--- config.mk ---
export PLATFORM = sky130hd
export DESIGN_NAME = cache_set_ctrl_flat
export DESIGN_NICKNAME = d
export VERILOG_FILES = /design/src/rtl/cache_set_ctrl_if.sv /design/src/rtl/cache_set_ctrl.sv /design/src/flat_wrapper.sv
export SDC_FILE = /design/constraint.sdc
export NUM_CORES = 1
export LEC_CHECK = 0
export CELL_PAD_IN_SITES_DETAIL_PLACEMENT = 1
export CELL_PAD_IN_SITES_GLOBAL_PLACEMENT = 2
export CORE_ASPECT_RATIO = 0.7
export CORE_MARGIN = 3
export CORE_UTILIZATION = 35
export DETAILED_ROUTE_END_ITERATION = 10
export GPL_TIMING_DRIVEN = 1
export PLACE_DENSITY = 0.66
export SETUP_SLACK_MARGIN = 0.1
export SLEW_MARGIN = 10
export SYNTH_ARGS = -nofsm -noshare
export SYNTH_HDL_FRONTEND = slang
export SYNTH_SLANG_ARGS = --single-unit
export TNS_END_PERCENT = 10
--- constraint.sdc ---
create_clock -name clk -period 3.3 [get_ports clk]
set_clock_uncertainty 0.1 [all_clocks]
set_input_delay 0.66 -clock clk [delete_from_list [all_inputs] [get_ports clk]]
set_output_delay 0.66 -clock clk [all_outputs]
set_load 0.02 [all_outputs]
--- src/rtl/cache_set_ctrl_if.sv ---
// Core/memory/bank handshake bundle for cache_set_ctrl.
// master drives requests and acks; slave is the controller.
interface cache_set_ctrl_if #(
    parameter int SET_W = 2,
    parameter int TAG_W = 24
);
    logic             req_valid;
    logic             req_ready;
    logic             req_write;
    logic [SET_W-1:0] req_set;
    logic [TAG_W-1:0] req_tag;

    logic             resp_valid;
    logic             resp_hit;
    logic [1:0]       resp_way;

    logic             mem_req;
    logic             mem_wb;
    logic [SET_W-1:0] mem_set;
    logic [TAG_W-1:0] mem_tag;
    logic             mem_ack;

    logic             bank_en;
    logic             bank_we;
    logic [SET_W-1:0] bank_set;
    logic [1:0]       bank_way;

    modport slave (
        input  req_valid, req_write, req_set, req_tag, mem_ack,
        output req_ready, resp_valid, resp_hit, resp_way,
        output mem_req, mem_wb, mem_set, mem_tag,
        output bank_en, bank_we, bank_set, bank_way
    );

    modport master (
        output req_valid, req_write, req_set, req_tag, mem_ack,
        input  req_ready, resp_valid, resp_hit, resp_way,
        input  mem_req, mem_wb, mem_set, mem_tag,
        input  bank_en, bank_we, bank_set, bank_way
    );
endinterface

--- src/rtl/cache_set_ctrl.sv ---
// Tag/state controller for a 4-way set-associative cache.
// Lookup, victim writeback, fill and one bank access per request.
module cache_set_ctrl #(
    parameter int SETS  = 4,
    parameter int SET_W = 2,
    parameter int TAG_W = 24
) (
    input logic              clk,
    input logic              rst_n,
    cache_set_ctrl_if.slave  bus
);
    typedef enum logic [2:0] {
        IDLE,
        LOOKUP,
        WB,
        FILL,
        ACCESS
    } state_t;

    state_t state_q;

    logic [SETS-1:0][3:0]            valid_q;
    logic [SETS-1:0][3:0]            dirty_q;
    logic [SETS-1:0][3:0][TAG_W-1:0] tags_q;
    logic [SETS-1:0][2:0]            plru_q;

    logic [SET_W-1:0] set_q;
    logic [TAG_W-1:0] tag_q;
    logic             we_q;
    logic             hit_q;
    logic [1:0]       way_q;

    logic       hit_d;
    logic [1:0] hway_d;
    logic [1:0] vway_d;
    logic [2:0] plru_cur;

    assign plru_cur = plru_q[set_q];

    // Tag compare and victim choice for the captured set
    always_comb begin
        hit_d  = 1'b0;
        hway_d = 2'd0;
        vway_d = plru_cur[0] ? (plru_cur[2] ? 2'd3 : 2'd2)
                             : (plru_cur[1] ? 2'd1 : 2'd0);
        for (int i = 3; i >= 0; i--) begin
            if (valid_q[set_q][i] && tags_q[set_q][i] == tag_q) begin
                hit_d  = 1'b1;
                hway_d = 2'(i);
            end
            if (!valid_q[set_q][i]) begin
                vway_d = 2'(i);
            end
        end
    end

    // Sequencer plus tag/valid/dirty/PLRU storage
    always_ff @(posedge clk or negedge rst_n) begin
        if (!rst_n) begin
            state_q <= IDLE;
            valid_q <= '0;
            dirty_q <= '0;
            tags_q  <= '0;
            plru_q  <= '0;
            set_q   <= '0;
            tag_q   <= '0;
            we_q    <= 1'b0;
            hit_q   <= 1'b0;
            way_q   <= 2'd0;
        end else begin
            unique case (state_q)
                IDLE: begin
                    if (bus.req_valid) begin
                        set_q   <= bus.req_set;
                        tag_q   <= bus.req_tag;
                        we_q    <= bus.req_write;
                        state_q <= LOOKUP;
                    end
                end
                LOOKUP: begin
                    hit_q <= hit_d;
                    way_q <= hit_d ? hway_d : vway_d;
                    if (hit_d) begin
                        state_q <= ACCESS;
                    end else if (valid_q[set_q][vway_d]
                                 && dirty_q[set_q][vway_d]) begin
                        state_q <= WB;
                    end else begin
                        state_q <= FILL;
                    end
                end
                WB: begin
                    if (bus.mem_ack) begin
                        dirty_q[set_q][way_q] <= 1'b0;
                        state_q <= FILL;
                    end
                end
                FILL: begin
                    if (bus.mem_ack) begin
                        tags_q[set_q][way_q]  <= tag_q;
                        valid_q[set_q][way_q] <= 1'b1;
                        dirty_q[set_q][way_q] <= 1'b0;
                        state_q <= ACCESS;
                    end
                end
                ACCESS: begin
                    if (we_q) begin
                        dirty_q[set_q][way_q] <= 1'b1;
                    end
                    if (!way_q[1]) begin
                        plru_q[set_q][0] <= 1'b1;
                        plru_q[set_q][1] <= (way_q == 2'd0);
                    end else begin
                        plru_q[set_q][0] <= 1'b0;
                        plru_q[set_q][2] <= (way_q == 2'd2);
                    end
                    state_q <= IDLE;
                end
                default: state_q <= IDLE;
            endcase
        end
    end

    logic in_wb;
    logic in_fill;
    logic in_acc;

    assign in_wb   = (state_q == WB);
    assign in_fill = (state_q == FILL);
    assign in_acc  = (state_q == ACCESS);

    assign bus.req_ready  = (state_q == IDLE);
    assign bus.resp_valid = in_acc;
    assign bus.resp_hit   = in_acc & hit_q;
    assign bus.resp_way   = in_acc ? way_q : 2'd0;

    assign bus.mem_req = in_wb | in_fill;
    assign bus.mem_wb  = in_wb;
    assign bus.mem_set = set_q;
    assign bus.mem_tag = in_wb   ? tags_q[set_q][way_q] :
                         in_fill ? tag_q : '0;

    assign bus.bank_en  = in_acc;
    assign bus.bank_we  = in_acc & we_q;
    assign bus.bank_set = set_q;
    assign bus.bank_way = in_acc ? way_q : 2'd0;
endmodule

--- src/flat_wrapper.sv ---
// flat-port wrapper written by rule: the top's interface ports become plain ports
module cache_set_ctrl_flat 
#(
    parameter int SETS  = 4,
    parameter int SET_W = 2,
    parameter int TAG_W = 24
)
  (clk, rst_n, bus_req_valid, bus_req_write, bus_req_set, bus_req_tag, bus_mem_ack, bus_req_ready, bus_resp_valid, bus_resp_hit, bus_resp_way, bus_mem_req, bus_mem_wb, bus_mem_set, bus_mem_tag, bus_bank_en, bus_bank_we, bus_bank_set, bus_bank_way);
  cache_set_ctrl_if #(.SET_W(SET_W), .TAG_W(TAG_W)) bus_i ();
  input logic clk;
  input logic rst_n;
  input wire logic [$bits(bus_i.req_valid)-1:0] bus_req_valid;
  input wire logic [$bits(bus_i.req_write)-1:0] bus_req_write;
  input wire logic [$bits(bus_i.req_set)-1:0] bus_req_set;
  input wire logic [$bits(bus_i.req_tag)-1:0] bus_req_tag;
  input wire logic [$bits(bus_i.mem_ack)-1:0] bus_mem_ack;
  output wire logic [$bits(bus_i.req_ready)-1:0] bus_req_ready;
  output wire logic [$bits(bus_i.resp_valid)-1:0] bus_resp_valid;
  output wire logic [$bits(bus_i.resp_hit)-1:0] bus_resp_hit;
  output wire logic [$bits(bus_i.resp_way)-1:0] bus_resp_way;
  output wire logic [$bits(bus_i.mem_req)-1:0] bus_mem_req;
  output wire logic [$bits(bus_i.mem_wb)-1:0] bus_mem_wb;
  output wire logic [$bits(bus_i.mem_set)-1:0] bus_mem_set;
  output wire logic [$bits(bus_i.mem_tag)-1:0] bus_mem_tag;
  output wire logic [$bits(bus_i.bank_en)-1:0] bus_bank_en;
  output wire logic [$bits(bus_i.bank_we)-1:0] bus_bank_we;
  output wire logic [$bits(bus_i.bank_set)-1:0] bus_bank_set;
  output wire logic [$bits(bus_i.bank_way)-1:0] bus_bank_way;
  assign bus_i.req_valid = bus_req_valid;
  assign bus_i.req_write = bus_req_write;
  assign bus_i.req_set = bus_req_set;
  assign bus_i.req_tag = bus_req_tag;
  assign bus_i.mem_ack = bus_mem_ack;
  assign bus_req_ready = bus_i.req_ready;
  assign bus_resp_valid = bus_i.resp_valid;
  assign bus_resp_hit = bus_i.resp_hit;
  assign bus_resp_way = bus_i.resp_way;
  assign bus_mem_req = bus_i.mem_req;
  assign bus_mem_wb = bus_i.mem_wb;
  assign bus_mem_set = bus_i.mem_set;
  assign bus_mem_tag = bus_i.mem_tag;
  assign bus_bank_en = bus_i.bank_en;
  assign bus_bank_we = bus_i.bank_we;
  assign bus_bank_set = bus_i.bank_set;
  assign bus_bank_way = bus_i.bank_way;
  cache_set_ctrl #(.SETS(SETS), .SET_W(SET_W), .TAG_W(TAG_W)) u_core (.clk(clk), .rst_n(rst_n), .bus(bus_i));
endmodule
==> results of run 1 <==
==> stage by stage <==
stage | total power [mW] | util, % | area [um2] | worst slack (ps) | cells
after floorplan | 15.0 | - | 22600 | 198 | 1669
after global placement | 20.4 | 41.1 | 26100 | -170 | 2664
after detailed placement | 20.7 | 41.1 | 26100 | -180 | 2664
after CTS | 26.9 | 44.0 | 28000 | -370 | 2770
after global routing | 28.4 | 44.4 | 28200 | -402 | 2777
final | 27.1 | 44.4 | 28200 | -314 | 2777
==> layout by cell type, fill, tap and decap left out, drive strengths merged, types with 13 or more instances in the layout <==
cell type | netlist | final
clkbuf | 102 | 76
clkdlybuf4s50 | 0 | 40
mux2i | 56 | 56
nand4 | 16 | 16
nor2 | 43 | 43
o21ai | 50 | 50
nand2b | 13 | 13
mux2 | 399 | 399
nand3 | 18 | 18
xor2 | 25 | 25
mux4 | 109 | 109
a21oi | 39 | 39
dfrtp | 461 | 461
xnor2 | 62 | 62
buf | 54 | 303
nand2 | 102 | 102
o31ai | 17 | 17
==> power by group through the flow <==
stage	clock, mW	sequential, mW	combinational [mW]
after floorplan	0	7.85	7.17
after global placement	0	8.43	12.0
after detailed placement	0	8.52	12.2
after CTS	5.90	8.45	12.5
after global routing	6.13	8.67	13.6
final	5.77	8.50	12.8
==> registers in the layout (all words and copies together), names as in the netlist, 2 cells and up, named ones only <==
signal / flops
u_core.tags_q: 384
u_core.state_q: 3
u_core.valid_q: 16
u_core.tag_q: 24
u_core.way_q: 2
u_core.bus.bank_set: 2
u_core.plru_q: 8
==> cells by family (layout without fill, tap and decap cells) <==
kind of cell    Yosys count  count (layout)
mux                     564             564
flops                   461             461
compound gates          146             146
simple gates            243             243
buf+inv                 168             447
xor+xnor                 87              87
==> cell type report <==
type	instances	area share, %
Sequential cell	461	40.9
Clock buffer	75	5.34
Clock inverter	12	0.519
Tap cell	829	3.68
Multi-Input combinational cell	1040	37.6
Timing Repair Buffer	348	11.8
Inverter	12	0.160
==> layer usage <==
layer  wire [um]  track usage [%]  up-vias
met4        2090             6.70        0
met2       34900             35.5      365
met1       37700             34.5     8332
li1            -                -     6557
met5           0                0        -
met3        4150             4.50      117
==> timing repair <==
item | 4_1_cts | 5_1_grt
gates cloned | 1 | 1
gates resized for setup | 138 | 32
setup endpoints to repair | 34 | 34
hold buffers | 0 | 0
pin swaps | 5 | 9
setup buffers | 18 | 6
==> worst paths after layout <==
| path | slack (ps) | cells after the start | to |
|---|---|---|---|
| setup reg to reg | 0 | 12 | u_core.state_q[2] |
| max in group asynchronous | 2050 | 2 | u_core.valid_q[3] |
| hold / removal | -20 | 1 | u_core.bus.bank_set[1] |
| min in group clk | 360 | 1 | u_core.valid_q[1] |
| setup / recovery | -310 | 8 | bus_mem_tag[13] |
| hold reg to reg | 360 | 1 | u_core.valid_q[1] |
==> critical path, delay by kind of cell, from the launching register on <==
family | cells | cell delay [ps]
mux | 3 | 980
buf+inv | 3 | 620
flops | 1 | 460
simple gates | 1 | 110
compound gates | 1 | 70
==> reports/metrics.yaml, run 1 <==
crit_top_cell: "mux2i_1"
holdWs_ps: -18.4
synthAdderAreaFrac_pct: 0
seq_area_um2: 11500
timing.final.crit_share_pct: 110
combPwrFrac_pct: 47.2
grt_pass1_vias: 16700
path_cells: "buf_6, buf_4, mux2i_1, mux2i_1, mux4_2, nand2_1, a21oi_1, buf_2"
vias: 15400
max_freq_mhz: 277
netSwitchingPower_mw: 10.4
cp.arrival_ps: 2850
synth_ff_type: "dfrtp_1"
cts_tree: "yes"
cts_inserted_buffers: 49
power-per-cell-area_nw_per_um2: 959
slew_headroom_pct: 35.0
worstSkewPairLatency_ps: 620
required_ps: 2540
synth_area_um2: 22600
seq_area_frac_synth_pct: 51.0
drc: 0
portBuffers: 69
drt_iter0_drc: 1024
drive_gt1_share_pct: 49.2
synth.area.top_cells: "dfrtp_1 (51%), mux2_2 (20%), mux4_2 (11%), mux2i_1 (2.5%), xnor2_1 (2.4%)"
yosys.area_share.simple_pct: 5.06
cp_max_fo: 12
hold_class: "primary input to asynchronous set/reset pin"
tightest_slew_ps: 975
setup_viol_count_final: 25
start_kind: "flop"
setup_tns_ps: -6170
start_util_pct: 35.6
synth-edff-count: 0
fin_ws_ps: -314
dpl.hpwl_um: 52600
wire_per_inst_um: 28.4
worstSetupPathType: "flop to output port"
yosysUniqueCellTypes: 50
fin_crit_ps: 3610
pwr-share-clk_pct: 21.3
coreArea_um2: 63600
place_congestion: 0.854
path_clk_slew_ps: 60
drt-pass1-iter-count: 5
cap_violations: 0
status: "finished with violations"
synth_cells: 1669
synth.net_count: 1700
grt_pass1_wl_um: 116000
ys_ff_latch: 461
grt_max_degree: 91
cts_max_level: 2
async_reset_ff_share_pct: 100
clockBufferDepth: 3
end_kind: "output port"
synth_xor_area_share_pct: 3.37
antenna_found_initial: 1
crit_start: "u_core.bus.bank_set[0]"
syn2layout_area_growth_pct: 24.7
cpPeakStageDelay_ps: 530
ant_nets: 0
leakage_nw: 12.9
drt-vias-per-instance: 5.54
overflow: 0
insertedDiodeCount: 0
synth_top_family_by_area: "multiplexers"
wirelength_um: 78800
slew_viol_final: 0
finalHoldViolCount: 1
grt_usage_pct: 23.5
fillers: 6460
ys_top_cells_by_count: "dfrtp_1 (461), mux2_2 (399), mux4_2 (109)"
die_y_um: 219
cts.sinks: 461
io_pins: 70
switching_share_pct: 38.4
die-area_um2: 67800
synth_compound_area_share_pct: 3.94
cp_slowest_cell: "mux4_2"
p_seq_share_pct: 31.4
rows: 77
ys_warn_count: 0
r2r_start: "u_core.bus.bank_set[0]"
yosysTopAreaCell: "dfrtp_1"
yosysMostFrequentCell: "dfrtp_1"
yosysTopAreaCellShare_pct: 51.0
syn_avg_cell_area_um2: 13.6
cts-root-buf: "clkbuf_16"
multiInputGateArea_um2: 10600
failed_checks: "negative hold slack, negative setup slack"
p_int_mw: 16.7
rsz0062_at_grt: "true"
nNetsFinal: 1943
die_x_um: 310
irDropWorstVdd_mv: 0.420
muxShareOfSynthArea_pct: 33.2
(Power assumes the default switching activity.)
==> run 2, diff against run 1 <==
Settings changed: CORE_MARGIN 3 to 2.
==> reports/metrics.yaml, run 2 (same netlist as run 1, synthesis figures left out) <==
status: "finished with violations"  # unchanged
failed_checks: "negative setup slack"  # was negative hold slack, negative setup slack
hold_depth: 1
tightest_slew_ps: 907  # was 975 ps
clockBufferDepth: 3  # unchanged
slew_viol_final: 0  # unchanged
irDropWorstVdd_mv: 0.496  # was 0.420 mV
instances_no_fill: 2790  # was 2777
path_clk_slew_ps: 60  # about the same
rows: 77  # unchanged
largest_register: "u_core.tags_q"  # unchanged
wire_per_inst_um: 28.1  # was 28.4 um
dpl.hpwl_um: 50500  # was 52600 um
crit_top_cell: "buf_12"  # was mux2i_1
grt_pass1_wl_um: 117000  # was 116000 um
cap_violations: 0  # unchanged
overflow: 0  # unchanged
grt_max_degree: 76  # was 91
finalHoldViolCount: 0  # was 1
hp-start: "u_core.valid_q[8]"
portBuffers: 69  # unchanged
timing.final.crit_share_pct: 112  # was 110%
ff2ff_path_depth: 14  # was 12
start_util_pct: 35.6  # unchanged
cts_tree: "yes"  # unchanged
start_kind: "flop"  # unchanged
cts_max_level: 2  # unchanged
max_freq_mhz: 271  # was 277 MHz
fin_util_pct: 44.8  # was 44.4%
place_congestion: 0.874  # was 0.854
cts_inserted_buffers: 49  # unchanged
antenna_found_initial: 1  # unchanged
drt-pass1-iter-count: 6  # was 5
path_cells: "buf_12, buf_8, buf_12, buf_12, mux4_2, mux4_2, nand2_1, a21oi_1, buf_2"  # was buf_6, buf_4, mux2i_1, mux2i_1, mux4_2, nand2_1, a21oi_1, buf_2
r2r_start: "u_core.bus.bank_set[0]"  # unchanged
path_buf_inv: 5  # was 3
end_kind: "output port"  # unchanged
design_area_um2: 28500  # was 28200 um2
worstSetupPathType: "flop to output port"  # unchanged
hold_class: "flop to flop"  # was primary input to asynchronous set/reset pin
slew_headroom_pct: 39.6  # was 35.0%
wirelength_um: 78300  # was 78800 um
die-area_um2: 66700  # was 67800 um2
syn2layout_area_growth_pct: 26.0  # was 24.7%
power-per-cell-area_nw_per_um2: 963  # was 959 nW/um2
setup_tns_ps: -8190  # was -6170 ps
place_ws_ps: -200  # was -180 ps
holdWs_ps: 368  # was -18.4 ps
timing.rr.end: "u_core.state_q[2]"  # unchanged
die_y_um: 217  # was 219 um
path_delay_family: "multiplexers"  # unchanged
vias: 15400  # about the same
worstSkewPairLatency_ps: 610  # was 620 ps
drc: 0  # unchanged
place_area_um2: 26100  # about the same
total_power_mw: 27.5  # was 27.1 mW
largest_register_ffs: 384  # unchanged
die_x_um: 308  # was 310 um
place_inst: 2656  # was 2664
leakage_nw: 13.1  # was 12.9 nW
grt_usage_pct: 23.9  # was 23.5%
final_common_cell: "dfrtp_1"  # unchanged
fillers: 6365  # was 6460
cpPeakStageDelay_ps: 510  # was 530 ps
fin_ws_ps: -390  # was -314 ps
cp_slowest_cell: "dfrtp_4"  # was mux4_2
io_pins: 70  # unchanged
layout_common_cells: "dfrtp_1 (459), mux2_2 (397), buf_4 (230)"  # was dfrtp_1 (459), mux2_2 (397), buf_4 (232)
largest_registers: "u_core.tags_q (384), u_core.tag_q (24), u_core.valid_q (16)"  # unchanged
cp_max_fo: 8  # was 12
cts-root-buf: "clkbuf_16"  # unchanged
required_ps: 2540  # about the same
setup_viol_count_final: 28  # was 25
ant_nets: 0  # unchanged
fin_crit_ps: 3690  # was 3610 ps
cp.arrival_ps: 2930  # was 2850 ps
ff2ff_setup_slack_ps: -160  # was 0 ps
nNetsFinal: 1953  # was 1943
drt_iter0_drc: 1167  # was 1024
rsz0062_at_grt: "true"  # unchanged
cts.sinks: 461  # unchanged
min_to: "u_core.valid_q[8]"
grt_pass1_vias: 16600  # was 16700
drive_gt1_share_pct: 50.0  # was 49.2%
drt-vias-per-instance: 5.53  # was 5.54
coreArea_um2: 63600  # unchanged
## run 2: cell count changes in the layout (fill, tap and decap cells not counted), moves of 6 or more
cell and change:
a21oi_2 +7, a21oi_1 -7, buf_6 +6, buf_2 -8, buf_12 +11
## run 2: how the worst max path moves through the flow
stage / endpoint / slack (ps) / cells after the start / startpoint
global route: bus_mem_tag[15] / -440 / 9 / u_core.bus.bank_set[0]
detailed placement: u_core.state_q[2] / -200 / 11 / u_core.bus.bank_set[0]
CTS: bus_mem_tag[11] / -450 / 10 / u_core.bus.bank_set[0]
floorplan: bus_mem_tag[8] / 200 / 9 / u_core.bus.bank_set[1]
global placement: bus_mem_tag[12] / -150 / 6 / u_core.bus.bank_set[0]
finish: bus_mem_tag[15] / -390 / 9 / u_core.bus.bank_set[0]
## run 2: layout make-up
| type | instances | area (um2) | area share [%] |
|---|---|---|---|
| antenna | 1 | 2.50 | 0.00878 |
| clock buffer | 80 | 1550 | 5.42 |
| clock inverter | 9 | 105 | 0.369 |
| inverter | 12 | 45.0 | 0.158 |
| multi-input combinational | 1040 | 10700 | 37.4 |
| sequential | 461 | 11500 | 40.5 |
| tap | 829 | 1040 | 3.64 |
| timing repair buffer | 358 | 3570 | 12.5 |
## run 2: report_power, final
part           switching, mW  total [mW]  internal, mW  leakage [nW]
logic                   6.67        13.2          6.49          6.04
clock network           2.40        5.74          3.34         0.812
registers               1.36        8.57          7.20          6.20
total                   10.4        27.5          17.0          13.1
## run 2: per-layer routing
metal / part of all wire [%] / vias up / track usage, %
met4: 2.8 / 0 / 7.38
met2: 44 / 394 / 35.9
li1: - / 6591 / -
met3: 5.4 / 115 / 3.83
met5: 0 / - / 0
met1: 48 / 8319 / 35.3
## run 2: repair_timing
item	4_1_cts	5_1_grt
pin swaps	11	17
cloned	3	1
gates resized for setup	156	52
setup buffers	23	17
endpoints found under the hold margin	15	0
endpoints found under the setup margin	38	42
hold buffers	1	0
## run 2: worst register-to-register path: stages (launching register included)
cell       delay [ps]
dfrtp_4           510
buf_12            150
buf_6             120
buf_12            130
buf_8             130
mux4_2            460
buf_4             150
buf_4             120
xnor2_1           150
nand4_1           250
nor4_2            340
buf_4             170
and3_1            190
nor4b_2            80
a2111oi_2         300
